File: config.mk
export PLATFORM = sky130hd
export DESIGN_NAME = matrix_transpose_seq
export DESIGN_NICKNAME = d
export VERILOG_FILES = /design/src/rtl/matrix_transpose_seq_pkg.sv /design/src/rtl/matrix_transpose_seq_elem_counter.sv /design/src/rtl/matrix_transpose_seq.sv
export SDC_FILE = /design/constraint.sdc
export NUM_CORES = 1
export LEC_CHECK = 0
export BUFFER_PORTS_ARGS = -buffer_cell sky130_fd_sc_hd__buf_4
export CORE_ASPECT_RATIO = 0.7
export CORE_MARGIN = 4
export CORE_UTILIZATION = 56
export DETAILED_ROUTE_END_ITERATION = 8
export MAX_ROUTING_LAYER = met4
export PLACE_DENSITY = 0.83
export SLEW_MARGIN = 10
export SYNTH_ARGS = -nofsm -noshare
export SYNTH_HDL_FRONTEND = slang
export SYNTH_SLANG_ARGS = --single-unit
File: constraint.sdc
create_clock -name clk -period 5.2 [get_ports clk]
set_clock_uncertainty 0.2 [all_clocks]
set_input_delay 0.78 -clock clk [delete_from_list [all_inputs] [get_ports clk]]
set_output_delay 0.78 -clock clk [all_outputs]
set_load 0.01 [all_outputs]
File: src/rtl/matrix_transpose_seq_pkg.sv
// matrix_pkg: shared constants, encodings and layout helper for the
// sequential matrix operators (transpose/copy, add, multiply) and benches.
//   MAX_DIM / DATA_W / DIM_W : default geometry
//   MAT_W                    : width of a flat MAX_DIM x MAX_DIM matrix bus
//   state_e                  : sequential operator FSM states
//   mode_e                   : transpose/copy selection
//   elem_idx(r,c)            : bit offset of element (r,c), row-major
package matrix_pkg;

    localparam int MAX_DIM = 5;
    localparam int DATA_W  = 8;
    localparam int DIM_W   = 3;
    localparam int MAT_W   = MAX_DIM * MAX_DIM * DATA_W;

    typedef enum logic {
        ST_IDLE = 1'b0,
        ST_RUN  = 1'b1
    } state_e;

    typedef enum logic {
        MODE_TRANSPOSE = 1'b0,
        MODE_COPY      = 1'b1
    } mode_e;

    function automatic int unsigned elem_idx(input int unsigned r, input int unsigned c);
        return (r * MAX_DIM + c) * DATA_W;
    endfunction

endpackage

File: src/rtl/matrix_transpose_seq_elem_counter.sv
// matrix_elem_counter: row-major (row, col) scan counter for sequential
// matrix operators. Column wraps at runtime n; both wrap to 0 after the
// final element so the counters never exceed MAX_DIM-1.
//   clk, rst_n    : clock, asynchronous active-low reset
//   clr_i         : synchronous clear to (0,0), has priority over en_i
//   en_i          : advance one element
//   m_i, n_i      : active rows / columns (1..MAX_DIM)
//   row_o, col_o  : current element
//   last_o        : current element is (m-1, n-1)
module matrix_elem_counter
    import matrix_pkg::*;
#(
    parameter int MAX_DIM = matrix_pkg::MAX_DIM,
    parameter int DIM_W   = matrix_pkg::DIM_W,
    localparam int CNT_W  = (MAX_DIM > 1) ? $clog2(MAX_DIM) : 1
) (
    input  logic             clk,
    input  logic             rst_n,
    input  logic             clr_i,
    input  logic             en_i,
    input  logic [DIM_W-1:0] m_i,
    input  logic [DIM_W-1:0] n_i,
    output logic [CNT_W-1:0] row_o,
    output logic [CNT_W-1:0] col_o,
    output logic             last_o
);

    logic [CNT_W-1:0] row_q, row_d;
    logic [CNT_W-1:0] col_q, col_d;
    logic [DIM_W-1:0] row_last, col_last;
    logic             col_wrap;

    assign row_last = m_i - DIM_W'(1);
    assign col_last = n_i - DIM_W'(1);
    assign col_wrap = (DIM_W'(col_q) == col_last);
    assign last_o   = col_wrap && (DIM_W'(row_q) == row_last);

    always_comb begin
        row_d = row_q;
        col_d = col_q;
        if (clr_i || (en_i && last_o)) begin
            row_d = '0;
            col_d = '0;
        end else if (en_i) begin
            if (col_wrap) begin
                col_d = '0;
                row_d = row_q + CNT_W'(1);
            end else begin
                col_d = col_q + CNT_W'(1);
            end
        end
    end

    always_ff @(posedge clk or negedge rst_n) begin
        if (!rst_n) begin
            row_q <= '0;
            col_q <= '0;
        end else begin
            row_q <= row_d;
            col_q <= col_d;
        end
    end

    assign row_o = row_q;
    assign col_o = col_q;

endmodule

File: src/rtl/matrix_transpose_seq.sv
// matrix_transpose_seq: sequential transpose/copy engine, one element per clock.
//   clk, reset           : clock, asynchronous active-low reset
//   start                : request, sampled only while idle
//   mode_in              : 0 = transpose, 1 = copy
//   m_in, n_in           : source rows / columns
//   matrix_in            : flat row-major source, element (r,c) at (r*MAX_DIM+c)*DATA_W
//   busy                 : element moves in progress
//   done                 : one-cycle completion pulse (success or error)
//   valid, error         : result status, held until the next accepted start
//   m_out, n_out         : result dimensions
//   matrix_out           : result, same layout as matrix_in
// All outputs come straight from registers.
module matrix_transpose_seq
    import matrix_pkg::*;
#(
    parameter int MAX_DIM = matrix_pkg::MAX_DIM,
    parameter int DATA_W  = matrix_pkg::DATA_W,
    parameter int DIM_W   = matrix_pkg::DIM_W
) (
    input  logic                              clk,
    input  logic                              reset,
    input  logic                              start,
    input  logic                              mode_in,
    input  logic [DIM_W-1:0]                  m_in,
    input  logic [DIM_W-1:0]                  n_in,
    input  logic [MAX_DIM*MAX_DIM*DATA_W-1:0] matrix_in,
    output logic                              busy,
    output logic                              done,
    output logic                              valid,
    output logic                              error,
    output logic [DIM_W-1:0]                  m_out,
    output logic [DIM_W-1:0]                  n_out,
    output logic [MAX_DIM*MAX_DIM*DATA_W-1:0] matrix_out
);

    localparam int MAT_BITS = MAX_DIM * MAX_DIM * DATA_W;
    localparam int CNT_W    = (MAX_DIM > 1) ? $clog2(MAX_DIM) : 1;
    localparam logic [DIM_W-1:0] DIM_MAX = DIM_W'(MAX_DIM);

    // Offset uses this instance's geometry so overridden parameters stay consistent.
    function automatic int unsigned elem_off(input logic [CNT_W-1:0] r, input logic [CNT_W-1:0] c);
        return (32'(r) * MAX_DIM + 32'(c)) * DATA_W;
    endfunction

    state_e                state_q, state_d;
    mode_e                 mode_q, mode_d;
    logic [DIM_W-1:0]      m_q, m_d, n_q, n_d;
    logic [MAT_BITS-1:0]   src_q, src_d, res_q, res_d;
    logic                  busy_q, busy_d, done_q, done_d;
    logic                  valid_q, valid_d, error_q, error_d;
    logic [DIM_W-1:0]      m_out_q, m_out_d, n_out_q, n_out_d;

    logic                  cnt_clr, cnt_en, cnt_last;
    logic [CNT_W-1:0]      row, col;
    logic                  dims_bad;

    assign dims_bad = (m_in == '0) || (n_in == '0) || (m_in > DIM_MAX) || (n_in > DIM_MAX);

    matrix_elem_counter #(
        .MAX_DIM (MAX_DIM),
        .DIM_W   (DIM_W)
    ) u_cnt (
        .clk    (clk),
        .rst_n  (reset),
        .clr_i  (cnt_clr),
        .en_i   (cnt_en),
        .m_i    (m_q),
        .n_i    (n_q),
        .row_o  (row),
        .col_o  (col),
        .last_o (cnt_last)
    );

    always_comb begin
        state_d = state_q;
        mode_d  = mode_q;
        m_d     = m_q;
        n_d     = n_q;
        src_d   = src_q;
        res_d   = res_q;
        busy_d  = busy_q;
        done_d  = 1'b0;
        valid_d = valid_q;
        error_d = error_q;
        m_out_d = m_out_q;
        n_out_d = n_out_q;
        cnt_clr = 1'b0;
        cnt_en  = 1'b0;

        unique case (state_q)
            ST_IDLE: begin
                if (start) begin
                    src_d   = matrix_in;
                    m_d     = m_in;
                    n_d     = n_in;
                    mode_d  = mode_e'(mode_in);
                    res_d   = '0;
                    valid_d = 1'b0;
                    error_d = 1'b0;
                    m_out_d = '0;
                    n_out_d = '0;
                    cnt_clr = 1'b1;
                    if (dims_bad) begin
                        error_d = 1'b1;
                        done_d  = 1'b1;
                    end else begin
                        state_d = ST_RUN;
                        busy_d  = 1'b1;
                    end
                end
            end
            ST_RUN: begin
                cnt_en = 1'b1;
                if (mode_q == MODE_COPY)
                    res_d[elem_off(row, col) +: DATA_W] = src_q[elem_off(row, col) +: DATA_W];
                else
                    res_d[elem_off(col, row) +: DATA_W] = src_q[elem_off(row, col) +: DATA_W];
                if (cnt_last) begin
                    state_d = ST_IDLE;
                    busy_d  = 1'b0;
                    done_d  = 1'b1;
                    valid_d = 1'b1;
                    m_out_d = (mode_q == MODE_COPY) ? m_q : n_q;
                    n_out_d = (mode_q == MODE_COPY) ? n_q : m_q;
                end
            end
            default: state_d = ST_IDLE;
        endcase
    end

    always_ff @(posedge clk or negedge reset) begin
        if (!reset) begin
            state_q <= ST_IDLE;
            mode_q  <= MODE_TRANSPOSE;
            m_q     <= '0;
            n_q     <= '0;
            src_q   <= '0;
            res_q   <= '0;
            busy_q  <= 1'b0;
            done_q  <= 1'b0;
            valid_q <= 1'b0;
            error_q <= 1'b0;
            m_out_q <= '0;
            n_out_q <= '0;
        end else begin
            state_q <= state_d;
            mode_q  <= mode_d;
            m_q     <= m_d;
            n_q     <= n_d;
            src_q   <= src_d;
            res_q   <= res_d;
            busy_q  <= busy_d;
            done_q  <= done_d;
            valid_q <= valid_d;
            error_q <= error_d;
            m_out_q <= m_out_d;
            n_out_q <= n_out_d;
        end
    end

    assign busy       = busy_q;
    assign done       = done_q;
    assign valid      = valid_q;
    assign error      = error_q;
    assign m_out      = m_out_q;
    assign n_out      = n_out_q;
    assign matrix_out = res_q;

endmodule

==> results.json <==
{
  "ant_nets": 0,
  "pre_cts_ws_ns": 0.187,
  "die_area_um2": 40200,
  "tightest_slew_ns": 1.26,
  "hold_viol_final": 0,
  "reg2reg_depth": 13,
  "max_cap_violations": 0,
  "firstDrtPassIters": 6,
  "busiest_layer": "met2",
  "period_needed_ns": 4.98,
  "syn_area_um2": 20700,
  "start_util_pct": 57.2,
  "gr-usage-met1_pct": 52.6,
  "crit_path_frequent_cell": "ha_1",
  "fin_crit_sh_pct": 95.7,
  "grt_pass1_wl_um": 114000,
  "ys_ff_latch": 424,
  "clock_latency_ns": 0.54,
  "core_area_um2": 36200,
  "drt_iter0_markers": 2895,
  "htreeDepth": 2,
  "setup_ws_ns": 0.223,
  "avgSynthCellArea_um2": 9.41,
  "rows": 58,
  "clockBufferDepth": 3,
  "yosys_warnings": 0,
  "overflow": 0,
  "wl_um": 74400,
  "synthCells": 2200,
  "critical_path_depth": 13,
  "die_y_um": 169,
  "synth-seq-area-share_pct": 51.2,
  "critPathMaxStageDelay_ns": 0.51,
  "crit_slowest_cell": "or4b_1",
  "synth_edf_count": 0,
  "crit_chain": "ha_1 > ha_1 > ha_1 > a21o_1 > a211o_1 > a211oi_4 > ha_1 > or4b_1 > o21ba_1 > buf_4 > nand4_2 > and3_1 > a221o_1",
  "drc": 0,
  "multi_input_area_um2": 9540,
  "end_kind": "register",
  "status": "completed",
  "fill_cells": 2716,
  "antenna_found_initial": 2,
  "drive_above_1_share_pct": 24.5,
  "grt_max_degree": 206,
  "root_buffer": "clkbuf_16",
  "dp_hpwl_um": 52200,
  "grt_use_met3_pct": 9.22,
  "tns_ns": 0,
  "fin_nets": 2814,
  "portBuffers": 419,
  "first_global_vias": 19111,
  "critPathLaunchType": "register",
  "met2_usage_pct": 52.8,
  "clkTransAtPathRegs_ns": 0.07,
  "synth-main-ff-cell": "dfrtp_1",
  "final_max_slew_viol_count": 0,
  "cts_made_buffers": 41,
  "rsz0062_at_grt": "no",
  "max_freq_mhz": 201,
  "cts_tree": "yes",
  "async_reset_ff_share_pct": 100,
  "path_class": "register to register",
  "avgViaCountPerCell": 6.37,
  "vias": 19698,
  "gp_congestion": 1.02,
  "area_growth_pct": 24.6,
  "syn-num-nets": 2433,
  "finish.utilization_pct": 71.2,
  "synthDistinctLibCells": 86,
  "timing.slew.headroom_pct": 16.0,
  "ioPinCount": 420,
  "ff_latch_area_um2": 10600,
  "cp.required_ns": 5.43,
  "timing.hold.ws_ns": 0.0755,
  "dieWidth_um": 238,
  "cp_top_family": "compound AO/OA/AOI/OAI gates",
  "cp.buffers_inverters": 1,
  "clock_sinks": 424,
  "grtUsageTotal_pct": 37.1,
  "path_max_fanout": 15,
  "wl_per_cell_um": 24.0,
  "crit_arrival_ns": 5.20,
  "setup_violations": 0,
  "holdCritPathClass": "input pin to asynchronous set/reset pin"
}
[per-stage QoR]
| stage | cells | cell area, um2 |
|---|---|---|
| after floorplan | 2200 | 20700 |
| after global placement | 3017 | 24400 |
| after detailed placement | 3017 | 24400 |
| after CTS | 3090 | 25800 |
| after global routing | 3093 | 25800 |
| final | 3093 | 25800 |
[cell usage in the layout (no fill, tap or decap), types with 16 or more instances in the layout]
master	Yosys	layout
nand2_1	682	680
buf_4	5	469
dfrtp_1	424	424
nor2_1	190	190
a221o_1	141	141
nand3_1	123	123
mux2i_1	78	78
o21ai_0	46	46
clkbuf_16	0	43
nand4_1	24	24
mux2_2	24	24
o22ai_1	25	24
a31o_2	24	24
ha_1	23	22
nor3_1	22	21
o221ai_1	16	16
o22a_1	16	16
[what timing repair did]
item,in CTS,in global routing
resized for setup,0,3
buffers inserted,0,1
hold buffers,0,0
endpoints found under the setup margin,0,54
[worst paths after layout]
| check | startpoint | end | slack (ns) |
|---|---|---|---|
| worst max-delay path | u_cnt.col_o[0] | matrix_out[68] | 0.22 |
| worst max register to register | u_cnt.col_o[0] | matrix_out[68] | 0.22 |
| min in group clk | matrix_in[34] | src_q[34] | 0.22 |
| worst min register to register | src_q[180] | src_q[180] | 0.27 |
| worst min-delay path | reset | src_q[58] | 0.08 |
| max in group asynchronous | reset | src_q[125] | 3.50 |
[synth_stat cells (all sizes together) (7+ instances only)]
master / count / area (um2)
inv: 11 / 41.3
nand4: 32 / 259
nor2: 191 / 719
o21a: 7 / 52.6
a31o: 25 / 219
and2: 7 / 43.8
a32oi: 8 / 70.1
buf: 56 / 288
xnor2: 15 / 146
o22a: 16 / 140
o22ai: 25 / 156
a21oi: 11 / 55.1
dfrtp: 424 / 10600
ha: 23 / 288
nand3: 124 / 626
o21ai: 48 / 244
clkbuf: 82 / 309
xor2: 8 / 85.1
nand2: 684 / 2570
o221ai: 16 / 140
a221o: 141 / 1410
o31ai: 8 / 60.1
mux2: 24 / 270
nor3: 29 / 180
mux2i: 78 / 781
a21o: 11 / 83.8
o211ai: 16 / 140
[per-layer routing]
metal | vias to the layer above | share of wire (%)
met3 | 188 | 11
met4 | 0 | 3.3
met5 | - | 0
li1 | 8540 | -
met2 | 1273 | 44
met1 | 9697 | 42
[logic make-up (layout without fill, tap and decap cells)]
kind of cell	Yosys count	in the layout	synth area share (%)
fa+ha+maj	23	23	1.39
compound gates	378	378	15.6
other cells	0	2	0
simple gates	1100	1100	22.5
buf+inv	150	561	3.10
xor+xnor	23	23	1.12
mux	102	102	5.08
flops	424	424	51.2
[final cells by class]
cell class / instances / area share [%]
Antenna cell: 2 / 0.0194
Clock buffer: 58 / 4.58
Clock inverter: 15 / 0.621
Inverter: 12 / 0.175
Multi-Input combinational cell: 1626 / 37.0
Sequential cell: 424 / 41.1
Tap cell: 480 / 2.33
Timing Repair Buffer: 476 / 14.2
[sequential cells by signal, indices dropped and copies added, names as in the netlist]
| register | flops |
|---|---|
| src_q | 200 |
| m_out | 3 |
| done | 1 |
| u_cnt.row_o | 3 |
| matrix_out | 200 |
| n_q | 3 |
| m_q | 3 |
| busy | 1 |
| mode_q | 1 |
| error | 1 |
| valid | 1 |
| state_q | 1 |
| n_out | 3 |
| u_cnt.col_o | 3 |
Power is left out: the tool's default activity adds up to more than one toggle a clock period on the data nets, which glitch-free logic cannot reach.
